File: src/rtl/cdc_dev_pkg.sv
// cdc_dev_pkg: shared constants and types for the USB CDC device-side blocks.
package cdc_dev_pkg;
    localparam int BYTE_W = 8;
    localparam int FRAME_TICK_BIT = 0;
    typedef enum logic {ARB_IDLE, ARB_GRANT} arb_state_t;
endpackage

File: src/rtl/rr_priority_picker.sv
// rr_priority_picker: combinational round-robin pick of the first valid entry after last.
module rr_priority_picker #(
    parameter int N = 2,
    localparam int IW = $clog2(N)
) (
    input  logic [N-1:0]  valid,
    input  logic [IW-1:0] last,
    output logic [N-1:0]  pick,
    output logic [IW-1:0] idx,
    output logic          any_valid
);
    // Walk offsets from farthest to nearest so the nearest valid one after last wins.
    always_comb begin
        idx = '0;
        for (int o = N; o >= 1; o--)
            if (valid[(int'(last) + o) % N]) idx = IW'((int'(last) + o) % N);
        any_valid = |valid;
        pick = any_valid ? (N'(1) << idx) : '0;
    end
endmodule

File: src/rtl/cdc_in_arbiter.sv
// cdc_in_arbiter: round-robin sharing of the USB CDC IN byte channel between requesters,
// with bounded bursts, frame-based fairness rotation and flushing while unconfigured.
module cdc_in_arbiter
    import cdc_dev_pkg::*;
#(
    parameter int NUM_REQ = 2,
    parameter int MAX_BURST = 8
) (
    input  logic                      clk_i,
    input  logic                      rst_i,
    input  logic [NUM_REQ*BYTE_W-1:0] req_data_i,
    input  logic [NUM_REQ-1:0]        req_valid_i,
    output logic [NUM_REQ-1:0]        req_ready_o,
    output logic [BYTE_W-1:0]         in_data_o,
    output logic                      in_valid_o,
    input  logic                      in_ready_i,
    input  logic [10:0]               frame_i,
    input  logic                      usb_configured_i,
    output logic [NUM_REQ-1:0]        grant_o
);
    localparam int IW = $clog2(NUM_REQ);

    arb_state_t        state, state_nxt;
    logic [IW-1:0]     last_grant, pick_idx;
    logic [NUM_REQ-1:0] pick_oh;
    logic              any_valid;
    logic [7:0]        burst_cnt;
    logic              frame_q, frame_tick;
    logic              space, xfer, release_g, others_valid;
    logic              frame_unused;

    assign frame_unused = |frame_i;

    rr_priority_picker #(.N(NUM_REQ)) u_pick (
        .valid     (req_valid_i),
        .last      (last_grant),
        .pick      (pick_oh),
        .idx       (pick_idx),
        .any_valid (any_valid)
    );

    // While granted, last_grant is the index of the current grantee.
    assign space        = ~in_valid_o | in_ready_i;
    assign req_ready_o  = usb_configured_i ? (grant_o & {NUM_REQ{space}}) : '1;
    assign xfer         = usb_configured_i & (state == ARB_GRANT) & req_valid_i[last_grant] & space;
    assign others_valid = |(req_valid_i & ~grant_o);
    assign release_g    = (xfer && burst_cnt == 8'(MAX_BURST - 1))
                        || (!req_valid_i[last_grant] && space)
                        || (frame_tick && others_valid);

    always_comb begin
        state_nxt = !usb_configured_i  ? ARB_IDLE :
                    state == ARB_IDLE  ? (any_valid ? ARB_GRANT : ARB_IDLE) :
                    release_g          ? ARB_IDLE : ARB_GRANT;
    end

    always_ff @(posedge clk_i or posedge rst_i) begin
        if (rst_i) state <= ARB_IDLE;
        else       state <= state_nxt;
    end

    always_ff @(posedge clk_i or posedge rst_i) begin
        if (rst_i) begin
            last_grant <= IW'(NUM_REQ - 1);
            grant_o    <= '0;
            burst_cnt  <= '0;
            frame_q    <= 1'b0;
            frame_tick <= 1'b0;
            in_data_o  <= '0;
            in_valid_o <= 1'b0;
        end else begin
            frame_q    <= frame_i[FRAME_TICK_BIT];
            frame_tick <= frame_i[FRAME_TICK_BIT] ^ frame_q;
            grant_o    <= state_nxt == ARB_GRANT ? (state == ARB_IDLE ? pick_oh : grant_o) : '0;
            if (state == ARB_IDLE && state_nxt == ARB_GRANT) last_grant <= pick_idx;
            burst_cnt  <= (state == ARB_GRANT && state_nxt == ARB_GRANT) ? burst_cnt + 8'(xfer) : 8'd0;
            in_valid_o <= usb_configured_i & (xfer | (in_valid_o & ~in_ready_i));
            if (xfer) in_data_o <= req_data_i[last_grant*BYTE_W +: BYTE_W];
        end
    end
endmodule

File: config.mk
export PLATFORM = sky130hd
export DESIGN_NAME = cdc_in_arbiter
export DESIGN_NICKNAME = d
export VERILOG_FILES = /design/src/rtl/cdc_dev_pkg.sv /design/src/rtl/rr_priority_picker.sv /design/src/rtl/cdc_in_arbiter.sv
export SDC_FILE = /design/constraint.sdc
export NUM_CORES = 1
export LEC_CHECK = 0
export ABC_CLOCK_PERIOD_IN_PS = 4500
export CAP_MARGIN = 40
export CELL_PAD_IN_SITES_DETAIL_PLACEMENT = 1
export CELL_PAD_IN_SITES_GLOBAL_PLACEMENT = 2
export CORE_MARGIN = 4
export CORE_UTILIZATION = 27
export CTS_CLUSTER_DIAMETER = 50
export CTS_CLUSTER_SIZE = 24
export DETAILED_ROUTE_END_ITERATION = 16
export GPL_ROUTABILITY_DRIVEN = 0
export PLACE_DENSITY_LB_ADDON = 0.1
export RECOVER_POWER = 100
export SETUP_SLACK_MARGIN = 0.3
export SLEW_MARGIN = 10
export SYNTH_ARGS = -nofsm -noshare
export SYNTH_HDL_FRONTEND = slang
export SYNTH_HIERARCHICAL = 1
export SYNTH_SLANG_ARGS = --single-unit
export TNS_END_PERCENT = 20
File: constraint.sdc
create_clock -name clk_i -period 4.5 [get_ports clk_i]
set_input_delay 1.35 -clock clk_i [delete_from_list [all_inputs] [get_ports clk_i]]
set_output_delay 1.35 -clock clk_i [all_outputs]
set_load 0.1 [all_outputs]
# [After elaboration in Yosys (flattened, before gate mapping)]
# Index checks and enable logic that the tools add are counted.
[classes] addsub=3 magnitude_cmp=3 n_eq_ne=2 n_shift=2 mux=19 bitwise=16 n_reduce_logical=10
[op_table] operator="16-bit by 5-bit indexed part select with 8-bit output" n=1
[op_table] operator="1-bit 2-to-1 mux" n=14
[op_table] operator="8-bit by 1-bit adder with 8-bit output" n=1
[op_table] operator="8-bit by 3-bit == test with 1-bit output, second input constant" n=1
[op_table] operator="2-bit 2-to-1 mux" n=4
[op_table] operator="8-bit 2-to-1 mux" n=1
[op_table] operator="2-bit by 3-bit < comparator with 1-bit output, second input constant" n=2
[op_table] operator="1-bit bitwise AND" n=5
[op_table] operator="1-bit logical AND" n=5
[op_table] operator="2-bit bitwise AND" n=2
[op_table] operator="2-bit OR reduction" n=2
[op_table] operator="1-bit inverter" n=3
[op_table] operator="1-bit adder, second input constant" n=2
[op_table] operator="1-bit bitwise AND, first input constant" n=2
[op_table] operator="1-bit logical OR" n=2
[op_table] operator="1-bit by 2-bit < comparator with 1-bit output, second input constant" n=1
[op_table] operator="2-bit inequality test, second input constant" n=1
[op_table] operator="2-bit inverter" n=1
[op_table] operator="1-bit OR" n=2
[op_table] operator="1-bit by 1-bit left shift with 2-bit output, first input constant" n=1
[op_table] operator="1-bit zero test" n=1
[op_table] operator="1-bit bitwise XOR" n=1
[word_totals] ff_bits=23 inputBits=33 output_inout_bits=13 wordCells=63

# [Longest topological paths before layout]
[logic_depth] depth_word=12 mapped_depth=9

# [By module]
# Netlist, hierarchy kept.
[modules_own_cells] module="cdc_in_arbiter" n_inst=1 cells_each=102 area_each_um2=1088.5
[modules_own_cells] module="rr_priority_picker" n_inst=1 cells_each=5 area_each_um2=32.5

# [Worst setup path before layout]
# OpenSTA, ideal clock, no wires.
[synth_path] kind="input to output" start="in in_ready_i" end="out req_ready_o[0]" arrival_time_ns=3.557 required_ns=3.150 path_slack_ns=-0.407 cell_stages=2 path_buffers=0 path_cell_list="nor2b_1 -> o21ai_0"
[synth_between] elab_chain_len=3
[synth_lines] element="start, declared" line="cdc_in_arbiter.sv:16" text="input logic in_ready_i,"
[synth_lines] element="1-bit OR" line="cdc_in_arbiter.sv:43" text="assign space = ~in_valid_o | in_ready_i;"
[synth_lines] element="2-bit bitwise AND" line="cdc_in_arbiter.sv:44" text="assign req_ready_o = usb_configured_i ? (grant_o & {NUM_REQ{space}}) : '1;"
[synth_lines] element="2-bit 2-to-1 mux" line="cdc_in_arbiter.sv:44"
[synth_lines] element="end, declared" line="cdc_in_arbiter.sv:13" text="output logic [NUM_REQ-1:0] req_ready_o,"
# No other way between the ends.

# [Final worst setup path]
[layout_path] start="in in_ready_i" end="out req_ready_o[1]"
# Same word-level chain as after synthesis.

==> metrics.txt <==
critical path required time=3150 ps; Static Leak=0.000694 uW; switching share of total power=48.4%; # rows=23; number of optimization iterations in the first detailed-route pass=4; Syn. warnings=6; actual transition at the worst max-transition pin=1170 ps; largest net degree at the start of global routing=18; post-layout util=41.5%; area enclosed by the die boundary=0.00525 mm^2; run status=finished, final reports clean; highest net fanout along the worst path=5; synthesized instance count=107; post-layout total power=971 uW; DRT iter0 DRCs=20; buffers inserted during post-CTS setup optimization=0; number of filler cells placed in the layout=452; total wire length=2880 um; Antenna Nets Post-Route=0; number of antenna violations at the first check in global routing=0; distinct cell type count of the synthesized netlist=26; VDD IR max=388 uV; time the worst path needs with I/O delays and setup=4010 ps; I/O pins=46; Comb power frac=57.3%; number of max-cap violations=0; type of destination of the critical path=primary output; critical path launch point type=input port; routed wire length per instance=13.9 um; Power per Cell Area=585 mW/mm^2; clock latency at the later pin of the worst-skew pair=260 ps; post-synthesis sequential element count=23; data arrival time of the critical path=2660 ps; worst setup path class=in2out; path depth of the worst reg2reg path=8; Clk network pwr share=13.3%; netlist area before placement=0.00112 mm^2; RSZ-0062 raised after global routing=false; CTS tree=built; crit-path cells=clkdlybuf4s50_1 -> nor2b_1 -> o21ai_0 -> clkbuf_2; Max Slew Vio Count=0; portion of the post-synthesis area used by sequential elements=51.5%; worst max-slew margin expressed relative to the limit=22.4%; vias=962; via count of the first global-routing pass=1,083; internal power summed over all cells=501 uW; hold_buf cts=0; Final HPWL DP=2280 um; synthesized netlist net count=142; global-route usage over all layers=11.9%; switching power summed over all nets=470 uW; clock transition at the register clock pins on the worst setup and hold paths after CTS=80 ps; buffers plus inverters on the worst setup path=2; post-layout net count=193; cell with the largest stage delay on the worst path=sky130_fd_sc_hd__clkdlybuf4s50_1; number of sinks on the clock net=23; number of H-tree branching levels=1; mean instance size in the synthesized netlist=10.5 um^2; DRC=0; first-pass GRT wire length=4810 um; initial core utilization=28.0%; total of cells resized after clock tree synthesis=0; Setup violations, final=0; via density per instance=4.65; Ant. Diodes=0; Worst path max stage delay=410 ps; part of the power in registers=29.4%; fin area=0.00166 mm^2; floorplan die height=72.4 um; Die Width=72.4 um; P&R area growth vs syn=48.0%; CTS Root Cell=sky130_fd_sc_hd__clkbuf_8; count of final hold-check violations=0; achievable clock frequency=0.249 GHz; CTS Buf Count=3; Worst Skew=3.63 ps; number of cells on the worst hold path=1; kind of cell adding the most delay to the critical path=buffers and inverters; remaining global-route overflow=0; Longest Clk Path Bufs=2; Placeable Area=0.00400 mm^2; layout cell share with drive strength beyond 1=7.64%; placed cell area=0.00177 mm^2; class of the tightest hold or removal check=reg2reg; count of cell instances traversed by the critical path=4; final clock period utilization by the worst path=89.1%; Port Buffer Count=35
flip-flops by register name, indices dropped and copies added (netlist names):
name / flops
in_data_o: 8
last_grant: 1
burst_cnt: 8
in_valid_o: 1
state: 1
frame_q: 1
frame_tick: 1
grant_o: 2
cells by family (layout without fill, tap and decap cells):
logic type                 after synthesis  count (layout)  share of synthesized area [%]
muxes                                   10              10                           9.37
buffers and inverters                    9              59                           4.69
adders and majority gates                2               2                           2.23
AOI/OAI and AO/OA                       20              20                           10.5
and+or+nand+nor                         36              36                           16.3
DFF                                     23              23                           51.5
xor gates and xnor gates                 7               7                           5.47
layout make-up:
class                   count  area [um^2]  share of cell area, %
inverters                   6         22.5                   1.36
repair buffers             49          464                   28.0
flip-flops and latches     23          577                   34.8
multi-input cells          75          488                   29.4
clock buffers               4         45.0                   2.71
well taps                  50         62.6                   3.77
cell usage in the layout (no fill, tap or decap), drive strengths merged, types with 2 or more instances in the layout:
| master | instances |
|---|---|
| a21boi | 3 |
| a21oi | 9 |
| and3 | 2 |
| buf | 3 |
| clkbuf | 17 |
| clkdlybuf4s50 | 27 |
| dfrtp | 22 |
| dlygate4sd3 | 6 |
| ha | 2 |
| inv | 6 |
| mux2i | 9 |
| nand2 | 4 |
| nand3 | 5 |
| nor2 | 17 |
| nor2b | 4 |
| o21ai | 6 |
| xor2 | 6 |
worst paths after layout:
| path | from | end | slack (ps) |
|---|---|---|---|
| worst min-delay path | frame_q | frame_tick | 450 |
| worst max register to register | last_grant | burst_cnt[6] | 1710 |
| worst max-delay path | in_ready_i | req_ready_o[1] | 490 |
| min in group asynchronous | rst_i | in_data_o[4] | 1450 |
| worst min register to register | frame_q | frame_tick | 450 |
| max in group asynchronous | rst_i | burst_cnt[3] | 1900 |
metal layers:
metal	routed length, um	up-vias	track usage [%]
met5	0	-	0
met4	18	0	1.84
met3	162	2	4.43
met2	1480	25	21.5
met1	1220	473	13.5
li1	-	462	-
power by group through the flow:
| stage | combinational [uW] | sequential, uW | clock (uW) |
|---|---|---|---|
| 3_5_place_dp | 643 | 291 | 0 |
| 6_report | 556 | 285 | 130 |
| 4_1_cts | 643 | 287 | 138 |
| 3_3_place_gp | 472 | 288 | 0 |
| 2_1_floorplan | 97.9 | 544 | 0 |
| 5_1_grt | 579 | 292 | 144 |
stage by stage:
stage                     worst slack [ps]  TNS, ps  hold slack, ps  instances
after floorplan                       -407     -813             420        107
after global placement                 626        0             433        190
after detailed placement               528        0             432        203
after CTS                              523        0             451        207
after global routing                   388        0             464        207
final                                  492        0             446        207
cells in the mapped netlist, drive strengths merged:
cell type / count / share of area, %
nand3: 5 / 2.2
o2111ai: 1 / 0.78
mux2: 1 / 1.0
nor4b: 1 / 0.78
dfstp: 1 / 2.3
nor2: 17 / 5.7
nor2b: 4 / 2.2
nand2: 4 / 1.3
xor2: 6 / 4.7
a21oi: 9 / 4.4
a21boi: 3 / 2.0
mux2i: 9 / 8.4
inv: 6 / 2.0
buf: 3 / 2.7
xnor2: 1 / 0.78
dfrtp: 22 / 49
nor4bb: 1 / 0.89
o21a: 1 / 0.67
and3: 2 / 1.1
o21ai: 6 / 2.7
ha: 2 / 2.2
nor3: 1 / 1.5
or2: 1 / 0.56
Note: power is estimated with default switching activity, not from simulation.
